### src/rtl/mem_responder_pkg.sv
// -----------------------------------------------------------------------------
// mem_responder_pkg
// Shared definitions for the memory responder: default bus/memory widths, the
// default halt opcode, the responder FSM state encoding and a small opcode
// decode helper.
// -----------------------------------------------------------------------------
package mem_responder_pkg;

    localparam int         DATA_W_DEF  = 16;
    localparam int         ADDR_W_DEF  = 7;
    localparam logic [3:0] HALT_OP_DEF = 4'b1111;

    // Responder FSM state encoding
    localparam logic [2:0] ST_IDLE  = 3'd0;
    localparam logic [2:0] ST_FETCH = 3'd1;
    localparam logic [2:0] ST_ISSUE = 3'd2;
    localparam logic [2:0] ST_EXEC  = 3'd3;
    localparam logic [2:0] ST_HALT  = 3'd4;

    // Opcode lives in the top nibble of a 16-bit instruction word.
    function automatic logic is_halt(input logic [15:0] word, input logic [3:0] op);
        return word[15:12] == op;
    endfunction

endpackage

### src/rtl/mem_responder_sp_ram.sv
// -----------------------------------------------------------------------------
// sp_ram
// 2**ADDR_W x DATA_W RAM with one write port and one synchronous read port
// (one cycle read latency). When a write and a read hit the same address in
// the same cycle the read returns the newly written data (write-first).
// Contents are never cleared.
//
// Ports:
//   clk    in   clock, all updates on rising edge
//   we     in   write enable
//   waddr  in   write address
//   wdata  in   write data
//   raddr  in   read address
//   rdata  out  registered read data, valid the cycle after raddr is applied
// -----------------------------------------------------------------------------
module sp_ram
    import mem_responder_pkg::*;
#(
    parameter int DATA_W = DATA_W_DEF,
    parameter int ADDR_W = ADDR_W_DEF
) (
    input  logic              clk,
    input  logic              we,
    input  logic [ADDR_W-1:0] waddr,
    input  logic [DATA_W-1:0] wdata,
    input  logic [ADDR_W-1:0] raddr,
    output logic [DATA_W-1:0] rdata
);

    logic [DATA_W-1:0] mem [2**ADDR_W];

    always_ff @(posedge clk) begin
        if (we) begin
            mem[waddr] <= wdata;
        end
        if (we && (waddr == raddr)) begin
            rdata <= wdata;
        end else begin
            rdata <= mem[raddr];
        end
    end

endmodule

### src/rtl/mem_responder.sv
// -----------------------------------------------------------------------------
// mem_responder
// Instruction/data memory front end for a simple processor. After Start it
// fetches words from PROG_START onward, presents each on DIN with Run high,
// and waits in EXEC for Done. While executing, the processor can load (AddrIn)
// and store (DoutIn + WrEn) through the same RAM. A HALT_OP word stops
// fetching until the next Start.
//
// Ports:
//   Clock     in   clock
//   Reset     in   synchronous active-high reset
//   Start     in   start pulse (honoured in IDLE and HALT only)
//   BusWires  in   processor bus, sampled on AddrIn / DoutIn in EXEC
//   AddrIn    in   latch bus address into the address register
//   DoutIn    in   latch bus data into the write-data register
//   WrEn      in   store request, qualified with DoutIn
//   Done      in   instruction complete (honoured in EXEC only)
//   DIN       out  fetched instruction or load data
//   Run       out  processor run enable
//   Busy      out  high in FETCH, ISSUE and EXEC
//   Halted    out  high in HALT
// -----------------------------------------------------------------------------
module mem_responder
    import mem_responder_pkg::*;
#(
    parameter int                DATA_W     = DATA_W_DEF,
    parameter int                ADDR_W     = ADDR_W_DEF,
    parameter logic [ADDR_W-1:0] PROG_START = '0,
    parameter logic [3:0]        HALT_OP    = HALT_OP_DEF
) (
    input  logic              Clock,
    input  logic              Reset,
    input  logic              Start,
    input  logic [DATA_W-1:0] BusWires,
    input  logic              AddrIn,
    input  logic              DoutIn,
    input  logic              WrEn,
    input  logic              Done,
    output logic [DATA_W-1:0] DIN,
    output logic              Run,
    output logic              Busy,
    output logic              Halted
);

    logic [2:0]        state_q;
    logic [ADDR_W-1:0] fpc_q;
    logic [ADDR_W-1:0] addr_q;
    logic [DATA_W-1:0] wdata_q;
    logic [DATA_W-1:0] din_hold_q;
    logic              ld_vld_p1;
    logic              ld_vld_p2;
    logic              wr_vld_p1;

    logic [ADDR_W-1:0] ram_raddr;
    logic [DATA_W-1:0] ram_q;
    logic              ram_we;
    logic              in_exec;
    logic              issue_halt;
    logic              show_ram;

    assign in_exec    = (state_q == ST_EXEC);
    assign issue_halt = is_halt(ram_q[15:0], HALT_OP);

    // The read port follows fpc only while fetching; otherwise it tracks the
    // load/store address so load data refreshes every cycle.
    assign ram_raddr = (state_q == ST_FETCH) ? fpc_q : addr_q;

    // Reset in the write cycle discards the pending store.
    assign ram_we = wr_vld_p1 && !Reset;

    sp_ram #(
        .DATA_W (DATA_W),
        .ADDR_W (ADDR_W)
    ) u_ram (
        .clk   (Clock),
        .we    (ram_we),
        .waddr (addr_q),
        .wdata (wdata_q),
        .raddr (ram_raddr),
        .rdata (ram_q)
    );

    // DIN is driven straight from the RAM register during ISSUE and once load
    // data is valid; otherwise it replays the last value it showed. din_hold_q
    // therefore also serves as the captured instruction word.
    assign show_ram = (state_q == ST_ISSUE) || ld_vld_p2;
    assign DIN      = show_ram ? ram_q : din_hold_q;

    // Decoded from registered state and the registered RAM output only, so
    // Done never reaches Run combinationally.
    assign Run    = ((state_q == ST_ISSUE) && !issue_halt) || in_exec;
    assign Busy   = (state_q == ST_FETCH) || (state_q == ST_ISSUE) || in_exec;
    assign Halted = (state_q == ST_HALT);

    always_ff @(posedge Clock) begin
        if (Reset) begin
            state_q    <= ST_IDLE;
            fpc_q      <= PROG_START;
            addr_q     <= '0;
            wdata_q    <= '0;
            din_hold_q <= '0;
            ld_vld_p1  <= 1'b0;
            ld_vld_p2  <= 1'b0;
            wr_vld_p1  <= 1'b0;
        end else begin
            din_hold_q <= DIN;

            // Stage p1: address latched, RAM read of the new address in flight.
            ld_vld_p1 <= in_exec && AddrIn;
            // Stage p2: load data on ram_q; held until a new AddrIn or EXEC exit.
            ld_vld_p2 <= in_exec && !Done && !AddrIn && (ld_vld_p1 || ld_vld_p2);
            // Stage p1: store data latched, write issued in the following cycle.
            wr_vld_p1 <= in_exec && DoutIn && !AddrIn && WrEn;

            if (in_exec && AddrIn) begin
                addr_q <= BusWires[ADDR_W-1:0];
            end else if (in_exec && DoutIn) begin
                wdata_q <= BusWires;
            end

            case (state_q)
                ST_IDLE, ST_HALT: begin
                    if (Start) begin
                        state_q <= ST_FETCH;
                        fpc_q   <= PROG_START;
                    end
                end
                ST_FETCH: state_q <= ST_ISSUE;
                ST_ISSUE: begin
                    if (issue_halt) begin
                        state_q <= ST_HALT;
                    end else begin
                        state_q <= ST_EXEC;
                        fpc_q   <= fpc_q + 1'b1;
                    end
                end
                ST_EXEC: begin
                    if (Done) begin
                        state_q <= ST_FETCH;
                    end
                end
                default: state_q <= ST_IDLE;
            endcase
        end
    end

endmodule
### config.mk
export PLATFORM = sky130hd
export DESIGN_NAME = mem_responder
export DESIGN_NICKNAME = d
export VERILOG_FILES = /design/src/rtl/mem_responder_pkg.sv /design/src/rtl/mem_responder_sp_ram.sv /design/src/rtl/mem_responder.sv
export SDC_FILE = /design/constraint.sdc
export NUM_CORES = 2
export LEC_CHECK = 0
export CAP_MARGIN = 20
export CORE_UTILIZATION = 33
export DETAILED_ROUTE_END_ITERATION = 8
export PLACE_DENSITY_LB_ADDON = 0.12
export SLEW_MARGIN = 20
export SYNTH_ARGS = -nofsm -noshare
export SYNTH_HDL_FRONTEND = slang
export SYNTH_SLANG_ARGS = --single-unit
### constraint.sdc
create_clock -name Clock -period 9.8 [get_ports Clock]
set_input_delay 1.96 -clock Clock [delete_from_list [all_inputs] [get_ports Clock]]
set_output_delay 1.96 -clock Clock [all_outputs]
set_load 0.1 [all_outputs]
==> impl_metrics.ini <==
[critical_path]
crit_path_end_kind = output port
cp-endpoint = Run
critical_path_class = reg -> out
crit_required_ps = 7840
crit_chain = buf_12 -> buf_4 -> mux4_2 -> o22ai_1 -> nor2_1 -> a2bb2oi_1 -> o22ai_1 -> nand4_2 -> o21ai_0 -> inv_1 -> clkdlybuf4s50_1
critPathMostFrequentCell = o22ai_1
path_max_fanout = 33
r2r-end = din_hold_q[5]
rr_worst_depth = 9
path_delay_family = buffers and inverters
cpMaxStageDelayCell = clkdlybuf4s50_1
start_kind = flop
critPathMaxStageDelay_ps = 1150
worstPathArrival_ps = 5980
crit_cells = 11
critPathBufInv = 4
r2r_slack_ps = 5640

[cts]
ctsHoldBuffers = 0
clk_pin_slew_worst_paths_ps = 60
clockBufferDepth = 3
h-tree-depth = 4
clock_sinks = 2107
cts_tree = yes
insertion_delay_ps = 890
tritoncts.num_buffers = 226
ctsResizeCount = 0
post_cts_buffers = 0
cts-root-buf = clkbuf_16

[route]
drtIter0Drc = 3544
wl_per_cell_um = 31.9
viasPerCell = 5.24
routed_wl_um = 230000
first_pass_iters = 5
drc = 0
ant_nets = 0
vias = 37700

[power]
power_frac_seq = 0.529
ir_drop_v = 0.000179
power.internal_mw = 14.7
sw_frac_of_total = 0.202
clockPowerShare = 0.459
power.leakage_nw = 31.6
p_total_mw = 18.4
p_comb_frac = 0.012
power_switching_mw = 3.73
p_per_area_nw_per_um2 = 197

[yosys]
synth_cell_type_count = 46
syn_area_um2 = 80800
synth_enable_flop_cells = 2048
syn_nets = 3583
synth_seq_area_share = 0.775
syn_inst = 3559
ys_async_sr_fraction = 0
ys_ff_latch = 2107
avgSynthCellArea_um2 = 22.7
yosysWarnings = 0
synthFlopType = edfxtp_1

[timing]
rsz0062_at_grt = false
fmax_ghz = 0.126
tightestPinTransition_ps = 1170
period_minus_slack_ps = 7940
skew_ps = 67.4
period_share = 0.810
setup_tns_ps = 0
final_max_slew_viol_count = 0
max_slew_margin = 0.221
hold_viol_final = 0
setup_viol = 0

[layout]
post-route-util = 0.385
final_cell_mix = edfxtp_1 (2048), mux4_2 (588), clkbuf_16 (227)
multi_input_area_um2 = 17700
layout_commonest_cell = edfxtp_1
drive_gt1_frac = 0.314
nets = 3827
fill_cells = 21700
syn_to_final_growth_pct = 15.9
regArea_um2 = 62800

[placement]
gp_congestion = 0.791
dp_hpwl_um = 133000
port_buffers = 41

[die]
ios = 42
dieArea_um2 = 247000
core_um2 = 243000
start_util = 0.332
num_rows = 181
die_w_um = 497
die_h_um = 497

[global_routing]
antenna_found_initial = 24
grt_use_total = 0.186
grt_pass1_wl_um = 321000
grt_max_degree = 98
grt_pass1_vias = 38900
grt-ovfl-total = 0

[run]
cap_violations = 0

[status]
status = completed

[worst_hold_path]
hold_class = reg -> reg
min_path_cells = 2
-- metal layers --
metal	vias up	wire [µm]	GRT usage
met4	0	3930	0.0405
met1	20900	104000	0.268
met3	236	10900	0.0257
li1	15600	-	-
met5	-	0	0
met2	965	111000	0.300
-- power by group through the flow --
stage,registers (mW),logic [mW],clock network [mW]
2_1_floorplan,9.94,0.144,0
3_3_place_gp,9.93,0.219,0
3_5_place_dp,9.94,0.219,0
4_1_cts,9.74,0.219,8.66
5_1_grt,9.74,0.224,8.99
6_report,9.74,0.215,8.46
-- layout make-up --
cell class	instances	area share
Antenna cell	8	0.000214
Clock inverter	121	0.0129
Tap cell	3202	0.0427
Sequential cell	2107	0.670
Inverter	4	0.000160
Clock buffer	303	0.0655
Timing Repair Buffer	213	0.0205
Multi-Input combinational cell	1251	0.188
-- registers in the layout, summed over array words and instances (netlist names), named ones only --
register	cells
addr_q	7
din_hold_q	16
fpc_q	7
ld_vld_p1	1
ld_vld_p2	1
state_q	3
u_ram.mem	2048
wdata_q	16
wr_vld_p1	1
-- tightest hold or removal path, cell delays in order, from the launching register on --
cell and delay (ps):
dfxtp_1 300, nor2_1 70, nor3_1 40
-- per-stage QoR --
stage | cell area (µm²) | instances | setup slack, ps | hold WS (ps)
2_1_floorplan | 80800 | 3559 | 4380 | 439
3_3_place_gp | 86300 | 6776 | 2600 | 451
3_5_place_dp | 86300 | 6776 | 2590 | 456
4_1_cts | 93700 | 7200 | 1620 | 465
5_1_grt | 93700 | 7202 | 1540 | 526
6_report | 93700 | 7209 | 1860 | 459
-- worst min-delay path by stage --
| stage | start | endpoint | slack [ps] |
|---|---|---|---|
| finish | ld_vld_p1 | ld_vld_p2 | 460 |
| global placement | ld_vld_p1 | ld_vld_p2 | 450 |
| detailed placement | ld_vld_p1 | ld_vld_p2 | 460 |
| global route | ld_vld_p1 | ld_vld_p2 | 530 |
| CTS | ld_vld_p1 | ld_vld_p2 | 460 |
| floorplan | ld_vld_p1 | ld_vld_p2 | 440 |
-- synth_stat cells, types with 4 or more instances --
master | count | area share
nor2b_1 | 26 | 0.0020
mux2_2 | 44 | 0.0061
or3b_2 | 4 | 0.00043
nor2_1 | 183 | 0.0085
nor3b_1 | 4 | 0.00037
o22ai_1 | 60 | 0.0046
nand3b_1 | 6 | 0.00056
o41ai_1 | 4 | 0.00043
a2bb2oi_1 | 9 | 0.00098
a221oi_1 | 4 | 0.00043
edfxtp_1 | 2048 | 0.76
buf_4 | 10 | 0.00093
nand2b_1 | 13 | 0.0010
a31oi_1 | 8 | 0.00062
mux2i_1 | 80 | 0.0099
a22oi_1 | 4 | 0.00037
nand2_1 | 89 | 0.0041
o31ai_1 | 5 | 0.00046
buf_1 | 29 | 0.0013
inv_1 | 4 | 0.00019
nand3_1 | 17 | 0.0011
mux4_2 | 588 | 0.16
buf_2 | 59 | 0.0037
nand4_1 | 6 | 0.00046
a21oi_1 | 50 | 0.0031
a21o_1 | 6 | 0.00056
o21bai_1 | 4 | 0.00037
clkbuf_1 | 98 | 0.0046
dfxtp_1 | 59 | 0.015
o221ai_1 | 8 | 0.00087
o22a_1 | 4 | 0.00043
-- logic make-up after synthesis --
kind of cell             Yosys count  synth area share
AND/OR/NAND/NOR                  366            0.0201
multiplexers                     712             0.180
AO/OA/AOI/OAI                    172            0.0138
flip-flops                      2107             0.775
buffers and inverters            201            0.0108
adder cells (fa/ha/maj)            1          0.000155
Power figures use the tool's default switching activity.
